--- src/rtl/pipe_gap_scheduler_if.sv ---
// Grant-side bundle between the pipe spawners and the gap scheduler.
// The scheduler uses the master modport; the spawners use the slave modport.
interface pipe_gap_scheduler_if #(
  parameter int unsigned NUM_REQ = 4
);
  localparam int unsigned ID_W = (NUM_REQ > 1) ? $clog2(NUM_REQ) : 1;

  logic [NUM_REQ-1:0] req;
  logic               gnt_valid;
  logic               gnt_ready;
  logic [ID_W-1:0]    gnt_id;
  logic [8:0]         gnt_gap;

  modport master (
    input  req,
    input  gnt_ready,
    output gnt_valid,
    output gnt_id,
    output gnt_gap
  );

  modport slave (
    output req,
    output gnt_ready,
    input  gnt_valid,
    input  gnt_id,
    input  gnt_gap
  );
endinterface

--- src/rtl/pipe_gap_scheduler.sv ---
// Round-robin sharing of the game's 8-bit LFSR between pipe-spawn slots.
// It spins the generator for a full refresh, then offers a legal gap row to the winner.
module pipe_gap_scheduler #(
  parameter int unsigned NUM_REQ       = 4,
  parameter int unsigned RNG_SETTLE    = 9,
  parameter int unsigned GAP_MIN       = 40,
  parameter int unsigned GAP_SPAN_LOG2 = 7
) (
  input  logic                 clock,
  input  logic                 reset,
  output logic                 rng_enable,
  input  logic [7:0]           rng_value,
  pipe_gap_scheduler_if.master bus
);

  localparam int unsigned ID_W      = (NUM_REQ > 1) ? $clog2(NUM_REQ) : 1;
  localparam int unsigned IDX_W     = ID_W + 1;
  localparam int unsigned CNT_W     = (RNG_SETTLE > 1) ? $clog2(RNG_SETTLE) : 1;
  localparam int unsigned GAP_W     = 9;
  localparam int unsigned SPAN      = 1 << GAP_SPAN_LOG2;
  localparam logic [7:0]  SPAN_MASK = 8'(SPAN - 1);
  localparam logic [CNT_W-1:0] SPIN_LAST = CNT_W'(RNG_SETTLE - 1);

  typedef enum logic [1:0] {
    ST_IDLE    = 2'd0,
    ST_SPIN    = 2'd1,
    ST_CAPTURE = 2'd2,
    ST_OFFER   = 2'd3
  } state_t;

  state_t             state;
  logic [CNT_W-1:0]   spin_cnt;
  logic [ID_W-1:0]    ptr;
  logic [GAP_W-1:0]   last_gap;
  logic               retry;

  logic [ID_W-1:0]    winner;
  logic               found;
  logic [IDX_W-1:0]   idx;
  logic [GAP_W-1:0]   cand;
  logic [ID_W-1:0]    next_ptr;

  // Round-robin pick: first set request bit at or above ptr, wrapping.
  always_comb begin
    winner = '0;
    found  = 1'b0;
    idx    = '0;
    for (int unsigned i = 0; i < NUM_REQ; i++) begin
      idx = IDX_W'(ptr) + IDX_W'(i);
      if (idx >= IDX_W'(NUM_REQ)) begin
        idx = idx - IDX_W'(NUM_REQ);
      end
      if (!found && bus.req[idx[ID_W-1:0]]) begin
        found  = 1'b1;
        winner = idx[ID_W-1:0];
      end
    end
  end

  assign cand     = GAP_W'(GAP_MIN) + {1'b0, rng_value & SPAN_MASK};
  assign next_ptr = (bus.gnt_id == ID_W'(NUM_REQ - 1)) ? '0 : bus.gnt_id + ID_W'(1);

  always_ff @(posedge clock) begin
    if (reset) begin
      state         <= ST_IDLE;
      spin_cnt      <= '0;
      ptr           <= '0;
      last_gap      <= '0;
      retry         <= 1'b0;
      rng_enable    <= 1'b0;
      bus.gnt_valid <= 1'b0;
      bus.gnt_id    <= '0;
      bus.gnt_gap   <= '0;
    end else begin
      unique case (state)
        ST_IDLE: begin
          if (found) begin
            bus.gnt_id <= winner;
            spin_cnt   <= '0;
            rng_enable <= 1'b1;
            state      <= ST_SPIN;
          end
        end
        ST_SPIN: begin
          if (spin_cnt == SPIN_LAST) begin
            rng_enable <= 1'b0;
            state      <= ST_CAPTURE;
          end else begin
            spin_cnt <= spin_cnt + CNT_W'(1);
          end
        end
        ST_CAPTURE: begin
          // One re-spin avoids repeating the previous gap; a second duplicate is accepted.
          if ((cand == last_gap) && !retry) begin
            retry      <= 1'b1;
            spin_cnt   <= '0;
            rng_enable <= 1'b1;
            state      <= ST_SPIN;
          end else begin
            bus.gnt_gap   <= cand;
            bus.gnt_valid <= 1'b1;
            state         <= ST_OFFER;
          end
        end
        ST_OFFER: begin
          if (bus.gnt_ready) begin
            last_gap      <= bus.gnt_gap;
            ptr           <= next_ptr;
            retry         <= 1'b0;
            bus.gnt_valid <= 1'b0;
            state         <= ST_IDLE;
          end
        end
        default: state <= ST_IDLE;
      endcase
    end
  end

endmodule

--- src/flat_wrapper.sv ---
// flat-port wrapper written by rule: the top's interface ports become plain ports
module pipe_gap_scheduler_flat 
#(
  parameter int unsigned NUM_REQ       = 4,
  parameter int unsigned RNG_SETTLE    = 9,
  parameter int unsigned GAP_MIN       = 40,
  parameter int unsigned GAP_SPAN_LOG2 = 7
)
  (clock, reset, rng_enable, rng_value, bus_req, bus_gnt_ready, bus_gnt_valid, bus_gnt_id, bus_gnt_gap);
  pipe_gap_scheduler_if #(.NUM_REQ(NUM_REQ)) bus_i ();
  input  logic clock;
  input  logic reset;
  output logic rng_enable;
  input  logic [7:0] rng_value;
  input wire logic [$bits(bus_i.req)-1:0] bus_req;
  input wire logic [$bits(bus_i.gnt_ready)-1:0] bus_gnt_ready;
  output wire logic [$bits(bus_i.gnt_valid)-1:0] bus_gnt_valid;
  output wire logic [$bits(bus_i.gnt_id)-1:0] bus_gnt_id;
  output wire logic [$bits(bus_i.gnt_gap)-1:0] bus_gnt_gap;
  assign bus_i.req = bus_req;
  assign bus_i.gnt_ready = bus_gnt_ready;
  assign bus_gnt_valid = bus_i.gnt_valid;
  assign bus_gnt_id = bus_i.gnt_id;
  assign bus_gnt_gap = bus_i.gnt_gap;
  pipe_gap_scheduler #(.NUM_REQ(NUM_REQ), .RNG_SETTLE(RNG_SETTLE), .GAP_MIN(GAP_MIN), .GAP_SPAN_LOG2(GAP_SPAN_LOG2)) u_core (.clock(clock), .reset(reset), .rng_enable(rng_enable), .rng_value(rng_value), .bus(bus_i));
endmodule
--- config.mk ---
export PLATFORM = sky130hd
export DESIGN_NAME = pipe_gap_scheduler_flat
export DESIGN_NICKNAME = d
export VERILOG_FILES = /design/src/rtl/pipe_gap_scheduler_if.sv /design/src/rtl/pipe_gap_scheduler.sv /design/src/flat_wrapper.sv
export SDC_FILE = /design/constraint.sdc
export NUM_CORES = 1
export LEC_CHECK = 0
export ABC_AREA = 1
export ABC_CLOCK_PERIOD_IN_PS = 3500
export BUFFER_PORTS_ARGS = -buffer_cell sky130_fd_sc_hd__buf_2
export CORE_ASPECT_RATIO = 1.5
export CORE_MARGIN = 5
export CORE_UTILIZATION = 40
export DETAILED_ROUTE_END_ITERATION = 10
export GPL_TIMING_DRIVEN = 0
export PLACE_DENSITY = 0.58
export SLEW_MARGIN = 20
export SYNTH_ARGS = -nofsm -noshare
export SYNTH_HDL_FRONTEND = slang
export SYNTH_SLANG_ARGS = --single-unit
--- constraint.sdc ---
create_clock -name clock -period 3.5 [get_ports clock]
set_input_delay 0.525 -clock clock [delete_from_list [all_inputs] [get_ports clock]]
set_output_delay 0.525 -clock clock [all_outputs]
set_load 0.01 [all_outputs]
==> metrics.cfg <==
[hold_path]
min_path_type = reg2reg

[setup_path]
critPathLaunchType = input pin
cp_max_fo = 10
criticalPathCategory = in2reg
end_kind = register
required_ns = 3.72
critical_path_arrival_ns = 2.04

[placement]
dpl_worst_slack_ns = 1.38
dp.cells = 328
gp_congestion = 0.821
dpl.hpwl_mm = 3.11
io_buffers = 25

[yosys]
yosysTopAreaCellShare = 0.343
synthArstFlopShare = 0
synthesis.instances = 257
synth_edf_count = 0
synth_top_area_cell = dfxtp_1
synthTopCellsByArea = dfxtp_1, nand2_1, a21oi_1
yosysMostFrequentCell = nand2_1
yosysSeqAreaShare = 0.343
synthFlopType = dfxtp_1
syn_nets = 276
ys_types = 32
syn_avg_cell_area_um2 = 6.58
synth_seq_cells = 29
synthesis.area_um2 = 1690
synthTopCellsByCount = nand2_1, inv_1, dfxtp_1
yosys_warnings = 0

[flow_run]
drv_cap = 0

[power]
power_density_nw_per_um2 = 482
peakVddDrop_uv = 318
p_leak_nw = 0.975

[floorplan]
die_h_um = 89.6
ioPinCount = 28
start_util = 0.405
die-area_um2 = 5660
die_w_um = 63.1
coreArea_um2 = 4170
core.rowCount = 29

[cts]
cts_made_buffers = 5
cts_setup_buffers = 0
clockBufferDepth = 2
path_clk_slew_ns = 0.07
cts_resized = 0
htreeDepth = 2
cts-hold-fix-buffers = 0
clk_latency_ns = 0.29
cts.sinks = 29
cts_tree = built
cts-root-buf = clkbuf_8

[final_layout]
drive_gt1_frac = 0.190
num_antenna_cells = 0
instances_no_fill = 335
syn_to_final_growth_pct = 16.9
nets = 308
fin_util = 0.474

[timing]
min_period_ns = 1.82
max_freq_mhz = 550
setup_slack_ns = 1.68
fin_crit_sh = 0.520
hold_viol = 0
finalSetupTns_ns = 0
finalClockSkew_ns = 0.00968
rsz0062_at_grt = false
setup_viol = 0
drv_slew = 0

[global_routing]
first_global_vias = 1631
antenna_found_initial = 0
grt_max_degree = 11
grt_pass1_wl_mm = 7.22
grt_use_total = 0.161
grt-ovfl-total = 0

[route]
via_per_inst = 4.96
wire_per_inst_um = 12.2
drtAntennaViolNets = 0
drt-initial-drc-count = 103
drtPass1Iterations = 4
drc = 0
vias = 1662
routed_wl_mm = 4.08

[outcome]
status = finished, final reports clean

## metal layers
metal | global-route usage | share of wire
met5 | 0 | 0
met4 | 0.0656 | 0.016
met3 | 0.0448 | 0.041
met2 | 0.289 | 0.49
met1 | 0.178 | 0.45
## critical path, cell delays in order
cell	delay, ns
buf_2	0.14
ha_1	0.33
inv_1	0.06
nand2_1	0.04
nand2_1	0.05
nand4_1	0.11
nor2_2	0.19
nand2_4	0.13
nand2_4	0.12
buf_6	0.16
nand2_1	0.05
a21oi_1	0.13
## cells in the final DEF (no fill, tap or decap), types with 3 or more instances in the layout
cell type / Yosys / final
a21oi_1: 26 / 26
o21ai_1: 3 / 3
nor2_2: 3 / 3
buf_2: 0 / 25
nand3_1: 22 / 22
o21ai_0: 11 / 11
nand4_1: 7 / 7
dfxtp_1: 29 / 29
inv_2: 4 / 4
ha_1: 4 / 4
nor2_1: 17 / 17
clkbuf_8: 0 / 5
clkbuf_1: 4 / 4
inv_1: 33 / 33
nand2_1: 70 / 70
## registers in the layout (all words and copies together) (netlist names)
signal / count
u_core.bus.gnt_valid: 1
u_core.last_gap: 8
u_core.retry: 1
u_core.bus.gnt_gap: 8
u_core.rng_enable: 1
u_core.spin_cnt: 4
u_core.bus.gnt_id: 2
u_core.state: 2
u_core.ptr: 2
## power breakdown
group / switching, mW / internal (mW) / leakage, nW
registers: 0.0258 / 0.361 / 0.236
logic: 0.145 / 0.0871 / 0.684
clock network: 0.129 / 0.207 / 0.0540
## area by class of cell
| cell class | instances | area (um2) |
|---|---|---|
| flip-flops and latches | 29 | 581 |
| clock buffers | 5 | 68.8 |
| multi-input cells | 184 | 931 |
| fillers | 453 | 2190 |
| repair buffers | 25 | 125 |
| inverters | 37 | 139 |
| clock inverters | 2 | 35.0 |
| plain buffers | 7 | 41.3 |
| well taps | 46 | 57.6 |
## worst paths after layout
path                            depth (start not counted)               from  slack [ns]               endpoint
worst max-delay path                                   12       rng_value[3]        1.68  u_core.bus.gnt_gap[6]
worst min-delay path                                    2  u_core.rng_enable        0.44      u_core.rng_enable
worst max register to register                         10      u_core.ptr[0]        1.86      u_core.rng_enable
worst min register to register                          2  u_core.rng_enable        0.44      u_core.rng_enable
## kinds of logic after synthesis
group           Yosys count  synth area share
compound gates           46             0.147
xor+xnor                  1           0.00518
fa+ha+maj                 4            0.0296
buf+inv                  44             0.107
flops                    29             0.343
other cells               1           0.00222
simple gates            132             0.366
## per-stage QoR
stage                     hold slack (ns)  cell area (um2)  power, mW
after floorplan                     0.443             1690      0.560
after global placement              0.441             1870      0.625
after detailed placement            0.438             1870      0.627
after CTS                           0.447             1980      0.964
after global routing                0.476             1980       1.02
final                               0.444             1980      0.954
Power figures use the tool's default switching activity.
